`config.mk`:
```
export PLATFORM = sky130hd
export DESIGN_NAME = systolic_west_feeder_flat
export DESIGN_NICKNAME = d
export VERILOG_FILES = /design/src/rtl/systolic_west_feeder_if.sv /design/src/rtl/systolic_west_feeder.sv /design/src/flat_wrapper.sv
export SDC_FILE = /design/constraint.sdc
export NUM_CORES = 1
export LEC_CHECK = 0
export ABC_CLOCK_PERIOD_IN_PS = 9050
export CAP_MARGIN = 20
export CORE_ASPECT_RATIO = 1.5
export CORE_UTILIZATION = 47
export CTS_BUF_LIST = sky130_fd_sc_hd__clkbuf_16
export CTS_CLUSTER_DIAMETER = 80
export DETAILED_ROUTE_END_ITERATION = 10
export PLACE_DENSITY_LB_ADDON = 0.3
export SYNTH_ARGS = -nofsm -noshare
export SYNTH_HDL_FRONTEND = slang
export SYNTH_SLANG_ARGS = --single-unit
export TNS_END_PERCENT = 100
```
`constraint.sdc`:
```
create_clock -name in_clk -period 9.05 [get_ports in_clk]
set_input_delay 1.81 -clock in_clk [delete_from_list [all_inputs] [get_ports in_clk]]
set_output_delay 1.81 -clock in_clk [all_outputs]
set_load 0.005 [all_outputs]
```
`src/rtl/systolic_west_feeder_if.sv`:
```
// rtl/systolic_west_feeder_if.sv - activation vector handshake bundle for the west feeder
interface systolic_west_feeder_if #(
    parameter int ROW    = 9,
    parameter int W_DATA = 8
);
    logic                  s_valid;
    logic                  s_ready;
    logic [ROW*W_DATA-1:0] s_data;
    logic                  s_last;

    modport master (output s_valid, output s_data, output s_last, input s_ready);
    modport slave  (input s_valid, input s_data, input s_last, output s_ready);
endinterface

```
`src/rtl/systolic_west_feeder.sv`:
```
// rtl/systolic_west_feeder.sv - FIFO-buffered diagonal skew feeder for the systolic west edge
// Optional counters enabled by defining WEST_FEEDER_STATS_EN.
module systolic_west_feeder #(
    parameter int ROW    = 9,
    parameter int W_DATA = 8,
    parameter int DEPTH  = 16
) (
    input  logic                       in_clk,
    input  logic                       in_rst_n,
    input  logic                       in_sel,
    systolic_west_feeder_if.slave      s,
    output logic [ROW*(W_DATA+1)-1:0]  out_west,
    output logic                       busy,
    output logic                       done
`ifdef WEST_FEEDER_STATS_EN
    ,
    output logic [31:0]                vec_count,
    output logic [31:0]                stall_count
`endif
);

    localparam int AW = $clog2(DEPTH);
    localparam int VW = ROW * W_DATA;
    localparam int LW = W_DATA + 1;
    localparam int CW = (ROW > 1) ? $clog2(ROW) : 1;
    localparam logic [CW-1:0] DRAIN_LAST = CW'(ROW - 1);

    typedef enum logic [1:0] {IDLE, STREAM, DRAIN, FLUSH_DONE} state_t;

    state_t        state, state_nxt;
    logic [CW-1:0] cnt, cnt_nxt;

    logic [VW:0]   mem [DEPTH];
    logic [AW:0]   wr_ptr, rd_ptr;
    logic          rdy_q;
    logic          empty, full, push, pop;
    logic [VW:0]   head;
    logic [ROW-1:0] lane_live;

    // Extra wrap bit on each pointer separates full from empty.
    assign empty     = (wr_ptr == rd_ptr);
    assign full      = (wr_ptr[AW] != rd_ptr[AW]) && (wr_ptr[AW-1:0] == rd_ptr[AW-1:0]);
    assign s.s_ready = rdy_q & ~full;
    assign push      = s.s_valid & s.s_ready;
    assign pop       = ~empty & ~in_sel & ((state == IDLE) || (state == STREAM));
    assign head      = mem[rd_ptr[AW-1:0]];

    always_ff @(posedge in_clk or negedge in_rst_n) begin
        if (!in_rst_n) begin
            wr_ptr <= '0;
            rd_ptr <= '0;
            rdy_q  <= 1'b0;
        end else begin
            rdy_q <= 1'b1;
            if (push) wr_ptr <= wr_ptr + 1'b1;
            if (pop)  rd_ptr <= rd_ptr + 1'b1;
        end
    end

    always_ff @(posedge in_clk) begin
        if (push) mem[wr_ptr[AW-1:0]] <= {s.s_last, s.s_data};
    end

    always_ff @(posedge in_clk or negedge in_rst_n) begin
        if (!in_rst_n) begin
            state <= IDLE;
            cnt   <= '0;
        end else begin
            state <= state_nxt;
            cnt   <= cnt_nxt;
        end
    end

    // DRAIN spans ROW cycles so FLUSH_DONE lands one cycle after row ROW-1 shows the last vector.
    always_comb begin
        state_nxt = state;
        cnt_nxt   = cnt;
        case (state)
            IDLE, STREAM: begin
                if (pop && head[VW]) begin
                    state_nxt = DRAIN;
                    cnt_nxt   = '0;
                end else if (push) begin
                    state_nxt = STREAM;
                end
            end
            DRAIN: begin
                if (cnt == DRAIN_LAST) state_nxt = FLUSH_DONE;
                else                   cnt_nxt   = cnt + 1'b1;
            end
            FLUSH_DONE: state_nxt = IDLE;
            default:    state_nxt = IDLE;
        endcase
    end

    assign done = (state == FLUSH_DONE);

    for (genvar r = 0; r < ROW; r++) begin : g_row
        logic [LW-1:0] pipe [r+1];
        logic [r:0]    vbits;

        always_ff @(posedge in_clk or negedge in_rst_n) begin
            if (!in_rst_n) begin
                for (int k = 0; k <= r; k++) pipe[k] <= '0;
            end else begin
                pipe[0] <= pop ? {1'b1, head[r*W_DATA +: W_DATA]} : '0;
                for (int k = 1; k <= r; k++) pipe[k] <= pipe[k-1];
            end
        end

        always_comb begin
            vbits = '0;
            for (int k = 0; k <= r; k++) vbits[k] = pipe[k][W_DATA];
        end

        assign lane_live[r]            = |vbits;
        assign out_west[r*LW +: LW]    = pipe[r];
    end

    assign busy = ~empty | (|lane_live);

`ifdef WEST_FEEDER_STATS_EN
    always_ff @(posedge in_clk or negedge in_rst_n) begin
        if (!in_rst_n) begin
            vec_count   <= '0;
            stall_count <= '0;
        end else begin
            if (pop && (vec_count != 32'hFFFF_FFFF)) vec_count <= vec_count + 1'b1;
            if (!empty && in_sel)                    stall_count <= stall_count + 1'b1;
        end
    end
`endif

endmodule
```
`src/flat_wrapper.sv`:
```
// flat-port wrapper written by rule: the top's interface ports become plain ports
module systolic_west_feeder_flat 
#(
    parameter int ROW    = 9,
    parameter int W_DATA = 8,
    parameter int DEPTH  = 16
)
  (in_clk, in_rst_n, in_sel, out_west, busy, done, s_s_valid, s_s_data, s_s_last, s_s_ready);
  systolic_west_feeder_if #(.ROW(ROW), .W_DATA(W_DATA)) s_i ();
  input  logic in_clk;
  input  logic in_rst_n;
  input  logic in_sel;
  output logic [ROW*(W_DATA+1)-1:0] out_west;
  output logic busy;
  output logic done;
  input wire logic [$bits(s_i.s_valid)-1:0] s_s_valid;
  input wire logic [$bits(s_i.s_data)-1:0] s_s_data;
  input wire logic [$bits(s_i.s_last)-1:0] s_s_last;
  output wire logic [$bits(s_i.s_ready)-1:0] s_s_ready;
  assign s_i.s_valid = s_s_valid;
  assign s_i.s_data = s_s_data;
  assign s_i.s_last = s_s_last;
  assign s_s_ready = s_i.s_ready;
  systolic_west_feeder #(.ROW(ROW), .W_DATA(W_DATA), .DEPTH(DEPTH)) u_core (.in_clk(in_clk), .in_rst_n(in_rst_n), .in_sel(in_sel), .s(s_i), .out_west(out_west), .busy(busy), .done(done));
endmodule
```
# Yosys cells after proc, flatten, opt, wreduce, memory -nomap -nowiden
# Memory sizes are Yosys's and may differ from the RTL's.
# Index checks and enable logic that the tools add are counted.
[op_classes]
n_addsub = 3
multipliers = 0
n_div = 0
magnitude_cmp = 0
n_eq_ne = 11
n_shift = 0
mux = 18
bitwise_logic = 8
reduce_logical = 9
[op_table]
columns = ["cell", "n"]
rows = [
  ["2-to-1 mux 9 bit", 9],
  ["OR reduction 45 bit", 1],
  ["adder 5 x 1 -> 5 bit, second input constant", 2],
  ["2-to-1 mux 4 bit", 2],
  ["case mux 4 bit (2 select lines)", 1],
  ["2-to-1 mux 2 bit", 3],
  ["case mux 2 bit (3 select lines)", 1],
  ["== test 5 bit", 1],
  ["adder 4 x 1 -> 4 bit, second input constant", 1],
  ["bitwise AND 1 bit", 4],
  ["== test 2 bit, second input constant", 2],
  ["== test 4 bit", 1],
  ["== test 4 bit, second input constant", 1],
  ["inequality test 2 x 1 -> 1 bit, second input constant", 2],
  ["inequality test 3 x 1 -> 1 bit, second input constant", 1],
  ["inverter 1 bit", 3],
  ["AND reduction 3 bit", 1],
  ["== test 2 x 1 -> 1 bit, second input constant", 1],
  ["logical AND 1 bit", 2],
  ["logical NOT 2 bit", 1],
  ["2-to-1 mux 1 bit", 2],
  ["inequality test 2 bit, second input constant", 1],
  ["AND reduction 2 bit", 1],
  ["nonzero test 2 bit", 1],
  ["4 further kinds", 4],
]
[totals]
regBits = 422
latch_bits = 0
ramBits = 1168
romBits = 0
in_bits = 77
out_inout_bits = 84
word_cells = 100
n_memories = 1
[mem_list]
columns = ["name", "depth", "width", "rd", "rd_ports_with_merged_regs", "wr", "line_no", "source"]
rows = [
  ["u_core.mem", 16, 73, 1, 0, 1, "systolic_west_feeder.sv:33", "logic [VW:0] mem [DEPTH];"],
]

# Depth between registers and ports, before layout
# Gate-level depths: netlist of run 1.
[depth]
ltp_word = 8
ltp_mapped = 8
ltp_nobuf = 7

# Least setup slack after synthesis of run 1
# Ideal clock, no wire load.
[synth_timing]
path_type = "input port to flip-flop"
startpoint = "in s_s_valid"
endpoint = "mem u_core.mem[3][0] (netlist bit) (enable)"
setup_ns = 0.594
arrival_ns = 7.222
required_time_ns = 8.456
setup_slack_ns = 1.234
cell_stages = 5
path_buffers = 1
path_cell_list = "nand2_1 > a21oi_1 > buf_2 > nand2_1 > nor3_1"
[synth_between]
elab_chain_cells = 3
[synth_rtl]
columns = ["element", "line_no", "source"]
rows = [
  ["start: declaration", "flat_wrapper.sv:16", "input wire logic [$bits(s_i.s_valid)-1:0] s_s_valid;"],
  ["bitwise AND 1 bit", "systolic_west_feeder.sv:44", "assign push = s.s_valid & s.s_ready;"],
  ["2-to-1 mux 1 bit", "systolic_west_feeder.sv:61", "if (push) mem[wr_ptr[AW-1:0]] <= {s.s_last, s.s_data};"],
  ["2-to-1 mux 1 bit (implied by the code)", "systolic_west_feeder.sv:61", ""],
  ["end: declaration", "systolic_west_feeder.sv:33", ""],
]
# Every way passes these cells.

# Worst setup path after layout of run 1
[layout_timing]
startpoint = "reg u_core.rd_ptr[1]"
endpoint = "out s_s_ready"
[layout_between]
elab_chain_cells = 4
[layout_rtl]
columns = ["element", "line_no", "source"]
rows = [
  ["start: declaration", "systolic_west_feeder.sv:34", "logic [AW:0] wr_ptr, rd_ptr;"],
  ["start signal: assignment", "systolic_west_feeder.sv:56", "if (pop) rd_ptr <= rd_ptr + 1'b1;"],
  ["== test 4 bit", "systolic_west_feeder.sv:42", "assign full = (wr_ptr[AW] != rd_ptr[AW]) && (wr_ptr[AW-1:0] == rd_ptr[AW-1:0]);"],
  ["logical AND 1 bit", "systolic_west_feeder.sv:42", ""],
  ["inverter 1 bit", "systolic_west_feeder.sv:43", "assign s.s_ready = rdy_q & ~full;"],
  ["bitwise AND 1 bit", "systolic_west_feeder.sv:43", ""],
  ["end: declaration", "flat_wrapper.sv:19", "output wire logic [$bits(s_i.s_ready)-1:0] s_s_ready;"],
]
# Every way passes these cells.

==> flow_summary.html, run 1 <==
<table>
<tr><th>Metric</th><th>Value</th></tr>
<tr><th colspan="2">Run status</th></tr>
<tr><td>Run status</td><td>complete, no violations</td></tr>
<tr><th colspan="2">Global routing</th></tr>
<tr><td>First-pass GRT wire length</td><td>about 170,000 um</td></tr>
<tr><td>Global-route congestion overflow total</td><td>0</td></tr>
<tr><td>Total GRT Usage</td><td>between 15 and 20%</td></tr>
<tr><td>Vias in the first global route</td><td>approximately 26,000</td></tr>
<tr><td>Maximum number of pins on one net before global-route repair</td><td>approximately 150</td></tr>
<tr><td>Initial antenna violation count</td><td>5</td></tr>
<tr><th colspan="2">Route</th></tr>
<tr><td>Average routed wire per standard cell</td><td>~27 um</td></tr>
<tr><td>M1 wire length</td><td>around 42,000 um</td></tr>
<tr><td>Detailed-routed wire length on met2</td><td>62,700 um</td></tr>
<tr><td>Initial DRC Count</td><td>1,720</td></tr>
<tr><td>Via count of the routed design</td><td>roughly 24,000</td></tr>
<tr><td>Remaining antenna violation count after routing</td><td>0</td></tr>
<tr><td>Highest layer used for signal routing</td><td>met5</td></tr>
<tr><td>Final Routed Wirelength</td><td>113,000 um</td></tr>
<tr><td>Detailed-routing iteration count for the pre-antenna-repair pass</td><td>5</td></tr>
<tr><td>DR vias/cell</td><td>5.58</td></tr>
<tr><td>Met3 wire length</td><td>~5000 um</td></tr>
<tr><td>DRC violations left</td><td>0</td></tr>
<tr><th colspan="2">Finish</th></tr>
<tr><td>Layout Nets</td><td>about 2,700</td></tr>
<tr><td>Number of fill cells in the layout</td><td>8,727</td></tr>
<tr><td>Post-Layout Cell Count</td><td>roughly 4,200</td></tr>
<tr><td>Share of final-layout standard cells stronger than drive strength 1</td><td>22.1%</td></tr>
<tr><td>Area added between synthesis and finish</td><td>13.1%</td></tr>
<tr><th colspan="2">Power</th></tr>
<tr><td>Switch share</td><td>about 28%</td></tr>
<tr><td>Power Internal</td><td>about 14 mW</td></tr>
<tr><td>Net switching power</td><td>between 5 and 6 mW</td></tr>
<tr><td>Proportion of power drawn by flip-flops and latches</td><td>47.0%</td></tr>
<tr><td>Peak supply drop</td><td>0.000272 V</td></tr>
<tr><td>Total power per unit cell area</td><td>299 nW/um^2</td></tr>
<tr><td>Clock share of power</td><td>a little under a third</td></tr>
<tr><td>Lkg Pwr</td><td>21.7 nW</td></tr>
<tr><td>Proportion of power drawn by combinational gates</td><td>between 20% and 30%</td></tr>
<tr><th colspan="2">Critical path</th></tr>
<tr><td>Endpoint of the worst register-to-register path</td><td>u_core.g_row[6].pipe[57]</td></tr>
<tr><td>Critical Path Sink Type</td><td>primary output</td></tr>
<tr><td>Register-to-register setup slack</td><td>4390 ps</td></tr>
<tr><td>Startpoint-to-endpoint class of the critical path</td><td>register to primary output</td></tr>
<tr><td>Worst setup SP type</td><td>register</td></tr>
<tr><td>Maximum fanout count along the critical path</td><td>40</td></tr>
<tr><td>CP required</td><td>~7200 ps</td></tr>
<tr><td>Reg2reg start</td><td>u_core.rd_ptr[0]</td></tr>
<tr><td>Count of cells along the worst register-to-register path</td><td>7</td></tr>
<tr><td>CP Data Arrival Time</td><td>around 3200 ps</td></tr>
<tr><th colspan="2">Place</th></tr>
<tr><td>Number of instances in the placed design</td><td>3,982</td></tr>
<tr><td>GPL Wtd Cong</td><td>0.764</td></tr>
<tr><td>Quantity of I/O buffers inserted on ports</td><td>160</td></tr>
<tr><td>Half-perimeter wire length after detailed placement</td><td>63,800 um</td></tr>
<tr><th colspan="2">Logic synthesis</th></tr>
<tr><td>Most frequent cell after synthesis</td><td>sky130_fd_sc_hd__edfxtp_1</td></tr>
<tr><td>Distinct cell type count after synthesis</td><td>35</td></tr>
<tr><td>Number of enable-type register cells in the synthesized netlist</td><td>about 1,200</td></tr>
<tr><td>Synthesized netlist net count</td><td>around 2,500</td></tr>
<tr><td>Proportion of synthesized chip area in sequential cells</td><td>around four fifths</td></tr>
<tr><td>Most used standard cells in the synthesized netlist</td><td>sky130_fd_sc_hd__edfxtp_1 (1,168), sky130_fd_sc_hd__dfrtp_1 (386), sky130_fd_sc_hd__mux4_2 (291)</td></tr>
<tr><td>Flop and latch count out of synthesis</td><td>roughly 1,600</td></tr>
<tr><td>Synth area leaders</td><td>sky130_fd_sc_hd__edfxtp_1 (63%), sky130_fd_sc_hd__dfrtp_1 (17%), sky130_fd_sc_hd__mux4_2 (12%), sky130_fd_sc_hd__a211oi_1 (1.5%), sky130_fd_sc_hd__mux2i_1 (1.4%)</td></tr>
<tr><td>Synth async-reset ratio</td><td>around 25%</td></tr>
<tr><td>Cell accounting for the most synthesized area</td><td>sky130_fd_sc_hd__edfxtp_1</td></tr>
<tr><td>Top-area cell type share of the netlist area</td><td>63.0%</td></tr>
<tr><td>Cell area after synthesis</td><td>around 56,000 um^2</td></tr>
<tr><td>Cell count after synthesis</td><td>approximately 2,400</td></tr>
<tr><td>Syn Area/Cell</td><td>approximately 23 um^2</td></tr>
<tr><td>Most used DFF post-synth</td><td>sky130_fd_sc_hd__edfxtp_1</td></tr>
<tr><td>Number of warning messages in the yosys log</td><td>0</td></tr>
<tr><th colspan="2">Job</th></tr>
<tr><td>Max Cap Violations</td><td>0</td></tr>
<tr><th colspan="2">Clock tree</th></tr>
<tr><td>Total clock buffers created by CTS</td><td>~140</td></tr>
<tr><td>Setup bufs post-CTS</td><td>0</td></tr>
<tr><td>Sinks on the clock net</td><td>between 1,500 and 2,000</td></tr>
<tr><td>Maximum count of clock buffers along a single path</td><td>3</td></tr>
<tr><td>Total number of H-tree levels</td><td>4</td></tr>
<tr><td>Clk Tree Root Cell</td><td>sky130_fd_sc_hd__clkbuf_16</td></tr>
<tr><td>Clk_lat worst skew</td><td>between 700 and 800 ps</td></tr>
<tr><td>TritonCTS clock tree</td><td>done</td></tr>
<tr><td>Number of buffers added to fix hold violations after cts</td><td>0</td></tr>
<tr><td>Clock transition at the register clock pins on the worst setup and hold paths after CTS</td><td>roughly 70 ps</td></tr>
<tr><td>CTS resizes</td><td>0</td></tr>
<tr><th colspan="2">Floorplan</th></tr>
<tr><td>Starting density of the core</td><td>between 40% and 50%</td></tr>
<tr><td>Die X</td><td>283 um</td></tr>
<tr><td>Num ports</td><td>between 150 and 200</td></tr>
<tr><td>Overall die height</td><td>423 um</td></tr>
<tr><td>Area inside the core boundary</td><td>117,000 um^2</td></tr>
<tr><td># rows</td><td>around 150</td></tr>
<tr><td>Total Die Area</td><td>120,000 um^2</td></tr>
<tr><th colspan="2">STA</th></tr>
<tr><td>Setup repair after global routing missed its margin</td><td>no</td></tr>
<tr><td>Max Clock Skew</td><td>between 20 and 25 ps</td></tr>
<tr><td>Highest achievable clock rate</td><td>0.200 GHz</td></tr>
<tr><td>Setup TNS</td><td>0 ps</td></tr>
<tr><td>Setup violation total in the final timing report</td><td>0</td></tr>
<tr><td>Number of pins with negative max-slew slack in the final report</td><td>0</td></tr>
<tr><td>Minimum clock period after layout</td><td>between 5000 and 6000 ps</td></tr>
<tr><td>Slew at the pin closest to its max-slew limit</td><td>around 1200 ps</td></tr>
<tr><td>Worst-case headroom to the max-slew limit</td><td>22.9%</td></tr>
<tr><td>Number of hold-slack violations in the final timing report</td><td>0</td></tr>
<tr><td>Ratio of final minimum period to clock period</td><td>55.3%</td></tr>
<tr><th colspan="2">Min path</th></tr>
<tr><td>Start point of the worst hold path</td><td>u_core.g_row[4].pipe[20]</td></tr>
<tr><td>Worst hold path stage count</td><td>0</td></tr>
<tr><td>Hold Crit Class</td><td>register to register</td></tr>
<tr><td>Hold worst-path end</td><td>u_core.g_row[4].pipe[11]</td></tr>
</table>
[final cells by class]
class                           instances  area [um^2]  area share, %
Sequential cell                      1554        44700           71.1
Multi-Input combinational cell        665         9690           15.4
Clock buffer                          148         3700           5.89
Timing Repair Buffer                  197         1960           3.11
Tap cell                             1560         1950           3.10
Clock inverter                        117          837           1.33
Inverter                                6         22.5         0.0358
Antenna cell                            1         2.50        0.00398
[per-layer routing]
metal | GRT usage [%] | up-vias
met4 | 6.30 | 4
met5 | 0 | -
met1 | 23.1 | 12800
met2 | 35.3 | 687
met3 | 3.47 | 182
li1 | - | 9994
[power groups by stage]
stage / clock (mW) / combinational [mW] / sequential [mW]
after global placement: 0 / 4.22 / 8.97
after CTS: 5.93 / 4.27 / 8.86
after global routing: 6.19 / 4.45 / 8.92
after floorplan: 0 / 3.23 / 8.76
after detailed placement: 0 / 4.26 / 9.00
final: 5.80 / 4.16 / 8.84
[worst max-delay path, cell delays in order (launching register included)]
cell and delay [ps]:
sky130_fd_sc_hd__dfrtp_4 830, sky130_fd_sc_hd__xor2_1 150, sky130_fd_sc_hd__nor4_2 750, sky130_fd_sc_hd__a21boi_0 190
sky130_fd_sc_hd__clkdlybuf4s50_1 490
[placed cells by master, fill, tap and decap left out, types with 31 or more instances in the layout]
cell type	count
sky130_fd_sc_hd__edfxtp_1	1168
sky130_fd_sc_hd__nor2b_1	76
sky130_fd_sc_hd__mux2i_1	76
sky130_fd_sc_hd__clkdlybuf4s50_1	159
sky130_fd_sc_hd__clkbuf_16	148
sky130_fd_sc_hd__a211oi_1	110
sky130_fd_sc_hd__buf_4	31
sky130_fd_sc_hd__a211oi_2	36
sky130_fd_sc_hd__dfrtp_1	382
sky130_fd_sc_hd__mux4_2	291
sky130_fd_sc_hd__inv_1	41
[sequential cells by signal, indices dropped and copies added, names as in the netlist]
register / cells
u_core.mem: 1168
u_core.g_row.pipe: 297
u_core.out_west: 72
u_core.rd_ptr: 5
u_core.wr_ptr: 5
u_core.cnt: 4
u_core.state: 2
u_core.rdy_q: 1
[metrics by stage]
step                worst slack (ps)  util, %  hold WS, ps  cell area, um^2  total power [mW]
finish                          4050     53.6          339            62900              18.8
global route                    3870     53.6          347            62900              19.6
CTS                             3980     53.6          339            62900              19.1
detailed placement              4110     49.7          335            58400              13.3
global placement                3790     49.7          331            58300              13.2
floorplan                       1230        -          331            55600              12.0
[cells by family (layout without fill, tap and decap cells)]
kind of cell | count (synthesis) | in the layout | share of synthesized area [%]
flops | 1554 | 1554 | 80.4
mux | 367 | 367 | 13.1
buf+inv | 198 | 468 | 2.36
compound gates | 154 | 154 | 2.39
simple gates | 121 | 121 | 1.31
xor+xnor | 15 | 15 | 0.236
fa+ha+maj | 7 | 7 | 0.157
other cells | 1 | 2 | 0.00674
[how the worst max path moves through the flow]
stage                                start                       end  slack (ps)  depth (start not counted)
after floorplan                  s_s_valid          u_core.mem[3][0]        1230                          5
after global placement           s_s_valid        u_core.mem[14][11]        3790                          5
after detailed placement         s_s_valid        u_core.mem[12][40]        4110                          6
after CTS                 u_core.rd_ptr[1]                 s_s_ready        3980                          4
after global routing      u_core.rd_ptr[0]  u_core.g_row[7].pipe[67]        3870                          7
final                     u_core.rd_ptr[1]                 s_s_ready        4050                          4
Power figures use the tool's default switching activity.
==> inputs of run 2 (changes only) <==
--- a/config.mk
+++ b/config.mk
@@ -5,7 +5,7 @@
 export SDC_FILE = /design/constraint.sdc
 export NUM_CORES = 1
 export LEC_CHECK = 0
-export ABC_CLOCK_PERIOD_IN_PS = 9050
+export ABC_CLOCK_PERIOD_IN_PS = 4300
 export CAP_MARGIN = 20
 export CORE_ASPECT_RATIO = 1.5
 export CORE_UTILIZATION = 47
==> constraint.sdc (replaced) <==
create_clock -name in_clk -period 4.3 [get_ports in_clk]
set_input_delay 0.86 -clock in_clk [delete_from_list [all_inputs] [get_ports in_clk]]
set_output_delay 0.86 -clock in_clk [all_outputs]
set_load 0.005 [all_outputs]
==> run 2 against run 1 <==
Effect of this change:
- setup slack got worse by 3700 ps
- largest cell class unchanged
- wire length fell by 4.0%
- critical path type unchanged
- sequential share of layout area fell by 0.53 points
==> flow_summary.html, run 2 (synthesized netlist as in run 1, its figures left out) <==
<table>
<tr><th>Metric</th><th>Value</th></tr>
<tr><th colspan="2">Min path</th></tr>
<tr><td>Hold Crit Class</td><td>input port to asynchronous set/reset pin</td></tr>
<tr><th colspan="2">Floorplan</th></tr>
<tr><td>Total Die Area</td><td>120,000 um^2</td></tr>
<tr><td># rows</td><td>154</td></tr>
<tr><td>Overall die height</td><td>~420 um</td></tr>
<tr><td>Area inside the core boundary</td><td>about 120,000 um^2</td></tr>
<tr><td>Num ports</td><td>around 160</td></tr>
<tr><td>Starting density of the core</td><td>47.4%</td></tr>
<tr><td>Die X</td><td>approximately 280 um</td></tr>
<tr><th colspan="2">Finish</th></tr>
<tr><td>Area added between synthesis and finish</td><td>13.9%</td></tr>
<tr><td>Share of final-layout standard cells stronger than drive strength 1</td><td>a little under a quarter</td></tr>
<tr><td>Post-Layout Cell Count</td><td>around 4,300</td></tr>
<tr><td>Layout Nets</td><td>2,673</td></tr>
<tr><td>Commonest cells after routing, fill and taps aside</td><td>sky130_fd_sc_hd__edfxtp_1 (1,168), sky130_fd_sc_hd__dfrtp_1 (382), sky130_fd_sc_hd__mux4_2 (291)</td></tr>
<tr><td>Flip-flop count of the largest register after layout</td><td>approximately 1,200</td></tr>
<tr><td>Final design utilization</td><td>between 50 and 60%</td></tr>
<tr><td>Post-route standard cell area excluding fillers</td><td>around 63,000 um^2</td></tr>
<tr><td>Most frequent standard cell in the layout excluding fill and tap cells</td><td>sky130_fd_sc_hd__edfxtp_1</td></tr>
<tr><th colspan="2">Route</th></tr>
<tr><td>Via count of the routed design</td><td>23,600</td></tr>
<tr><td>Initial DRC Count</td><td>1,829</td></tr>
<tr><td>Detailed-routing iteration count for the pre-antenna-repair pass</td><td>5</td></tr>
<tr><td>DR vias/cell</td><td>approximately 5.5</td></tr>
<tr><td>Average routed wire per standard cell</td><td>25.5 um</td></tr>
<tr><td>Remaining antenna violation count after routing</td><td>0</td></tr>
<tr><td>Final Routed Wirelength</td><td>about 110,000 um</td></tr>
<tr><td>DRC violations left</td><td>0</td></tr>
<tr><th colspan="2">STA</th></tr>
<tr><td>Minimum clock period after layout</td><td>~3900 ps</td></tr>
<tr><td>Setup TNS</td><td>0 ps</td></tr>
<tr><td>Max Clock Skew</td><td>around 26 ps</td></tr>
<tr><td>Number of hold-slack violations in the final timing report</td><td>0</td></tr>
<tr><td>Final Hold Slack</td><td>~140 ps</td></tr>
<tr><td>Ratio of final minimum period to clock period</td><td>roughly 92%</td></tr>
<tr><td>Setup violation total in the final timing report</td><td>0</td></tr>
<tr><td>Highest achievable clock rate</td><td>0.253 GHz</td></tr>
<tr><td>Slew at the pin closest to its max-slew limit</td><td>about 1200 ps</td></tr>
<tr><td>Number of pins with negative max-slew slack in the final report</td><td>0</td></tr>
<tr><td>Worst-case headroom to the max-slew limit</td><td>between 20% and 30%</td></tr>
<tr><td>Final setup slack of the worst path</td><td>roughly 350 ps</td></tr>
<tr><td>Setup repair after global routing missed its margin</td><td>no</td></tr>
<tr><th colspan="2">Critical path</th></tr>
<tr><td>Critical Path Sink Type</td><td>primary output</td></tr>
<tr><td>Delay-heaviest family, CP</td><td>simple AND/OR/NAND/NOR gates</td></tr>
<tr><td>Critical path buffers and inverters</td><td>1</td></tr>
<tr><td>Maximum fanout count along the critical path</td><td>19</td></tr>
<tr><td>Count of cells along the worst register-to-register path</td><td>6</td></tr>
<tr><td>Largest incremental delay on the critical path</td><td>around 760 ps</td></tr>
<tr><td>CP Data Arrival Time</td><td>3090 ps</td></tr>
<tr><td>Reg2reg start</td><td>u_core.rd_ptr[0]</td></tr>
<tr><td>Worst setup SP type</td><td>register</td></tr>
<tr><td>Startpoint-to-endpoint class of the critical path</td><td>register to primary output</td></tr>
<tr><td>Crit-path slowest cell</td><td>sky130_fd_sc_hd__nor4_2</td></tr>
<tr><td>Endpoint of the worst register-to-register path</td><td>u_core.mem[10][39]</td></tr>
<tr><td>Cells along the critical path</td><td>xor2_1 &gt; nor4_2 &gt; nand4_1 &gt; clkdlybuf4s50_1</td></tr>
<tr><td>CP required</td><td>between 3000 and 4000 ps</td></tr>
<tr><td>Register-to-register setup slack</td><td>1020 ps</td></tr>
<tr><th colspan="2">Place</th></tr>
<tr><td>GPL Wtd Cong</td><td>0.738</td></tr>
<tr><td>Post-place instance area</td><td>roughly 59,000 um^2</td></tr>
<tr><td>Half-perimeter wire length after detailed placement</td><td>60,300 um</td></tr>
<tr><td>Quantity of I/O buffers inserted on ports</td><td>160</td></tr>
<tr><td>Pre-CTS setup slack</td><td>approximately 880 ps</td></tr>
<tr><td>Number of instances in the placed design</td><td>roughly 4,000</td></tr>
<tr><th colspan="2">Clock tree</th></tr>
<tr><td>Total clock buffers created by CTS</td><td>~140</td></tr>
<tr><td>Number of buffers added to fix hold violations after cts</td><td>0</td></tr>
<tr><td>Maximum count of clock buffers along a single path</td><td>3</td></tr>
<tr><td>TritonCTS clock tree</td><td>done</td></tr>
<tr><td>Clock transition at the register clock pins on the worst setup and hold paths after CTS</td><td>60 ps</td></tr>
<tr><td>Clk Tree Root Cell</td><td>sky130_fd_sc_hd__clkbuf_16</td></tr>
<tr><td>Clk_lat worst skew</td><td>~800 ps</td></tr>
<tr><td>Total number of H-tree levels</td><td>4</td></tr>
<tr><td>CTS resizes</td><td>0</td></tr>
<tr><td>Sinks on the clock net</td><td>approximately 1,600</td></tr>
<tr><td>Setup bufs post-CTS</td><td>0</td></tr>
<tr><th colspan="2">Run status</th></tr>
<tr><td>Run status</td><td>complete, no violations</td></tr>
<tr><th colspan="2">Job</th></tr>
<tr><td>Max Cap Violations</td><td>0</td></tr>
<tr><th colspan="2">Global routing</th></tr>
<tr><td>Initial antenna violation count</td><td>5</td></tr>
<tr><td>Global-route congestion overflow total</td><td>0</td></tr>
<tr><td>Total GRT Usage</td><td>approximately a fifth</td></tr>
<tr><td>Vias in the first global route</td><td>26,200</td></tr>
<tr><td>First-pass GRT wire length</td><td>165,000 um</td></tr>
<tr><td>Maximum number of pins on one net before global-route repair</td><td>between 100 and 150</td></tr>
<tr><th colspan="2">Power</th></tr>
<tr><td>Lkg Pwr</td><td>between 20 and 25 nW</td></tr>
<tr><td>Total power per unit cell area</td><td>between 600 and 700 nW/um^2</td></tr>
<tr><td>Peak supply drop</td><td>a little over 0.0008 V</td></tr>
<tr><td>Design Power</td><td>~39 mW</td></tr>
</table>
## run 2: layout make-up
class / instances / area (um^2)
diodes: 2 / 5.00
clock buffers: 153 / 3830
clock inverters: 113 / 743
fillers: 8706 / 54000
inverters: 6 / 22.5
multi-input cells: 665 / 9690
flip-flops and latches: 1554 / 44700
well taps: 1560 / 1950
repair buffers: 219 / 2390
## run 2: worst max-delay path by stage
stage / startpoint / endpoint / slack (ps) / cells after the start
after global placement: s_s_valid / u_core.mem[10][29] / 840 / 6
final: u_core.rd_ptr[0] / busy / 350 / 4
after global routing: u_core.rd_ptr[0] / busy / 250 / 4
after CTS: u_core.rd_ptr[0] / busy / 340 / 4
after floorplan: s_s_valid / u_core.mem[7][0] / 750 / 4
after detailed placement: s_s_valid / u_core.mem[10][58] / 880 / 6
## run 2: report_power, final
part / leakage [nW] / switching [mW] / internal, mW
Sequential: 15.6 / 0.602 / 17.8
Clock: 2.39 / 5.39 / 6.83
Combinational: 3.91 / 4.59 / 4.13
Total: 21.9 / 10.6 / 28.8
## run 2: worst reg2reg max path: stages (launching register included)
cell and delay, ps:
sky130_fd_sc_hd__dfrtp_4 640, sky130_fd_sc_hd__xor2_1 240, sky130_fd_sc_hd__nor4_2 760, sky130_fd_sc_hd__a21oi_1 350, sky130_fd_sc_hd__buf_4 300, sky130_fd_sc_hd__and3_4 390
sky130_fd_sc_hd__buf_12 270
## run 2: routing by layer
metal | vias to the layer above | share of wire [%] | GRT usage [%]
met5 | - | 0.050 | 0
li1 | 10100 | - | -
met1 | 12800 | 38 | 22.4
met2 | 567 | 54 | 33.5
met3 | 208 | 4.0 | 3.15
met4 | 8 | 3.5 | 7.62
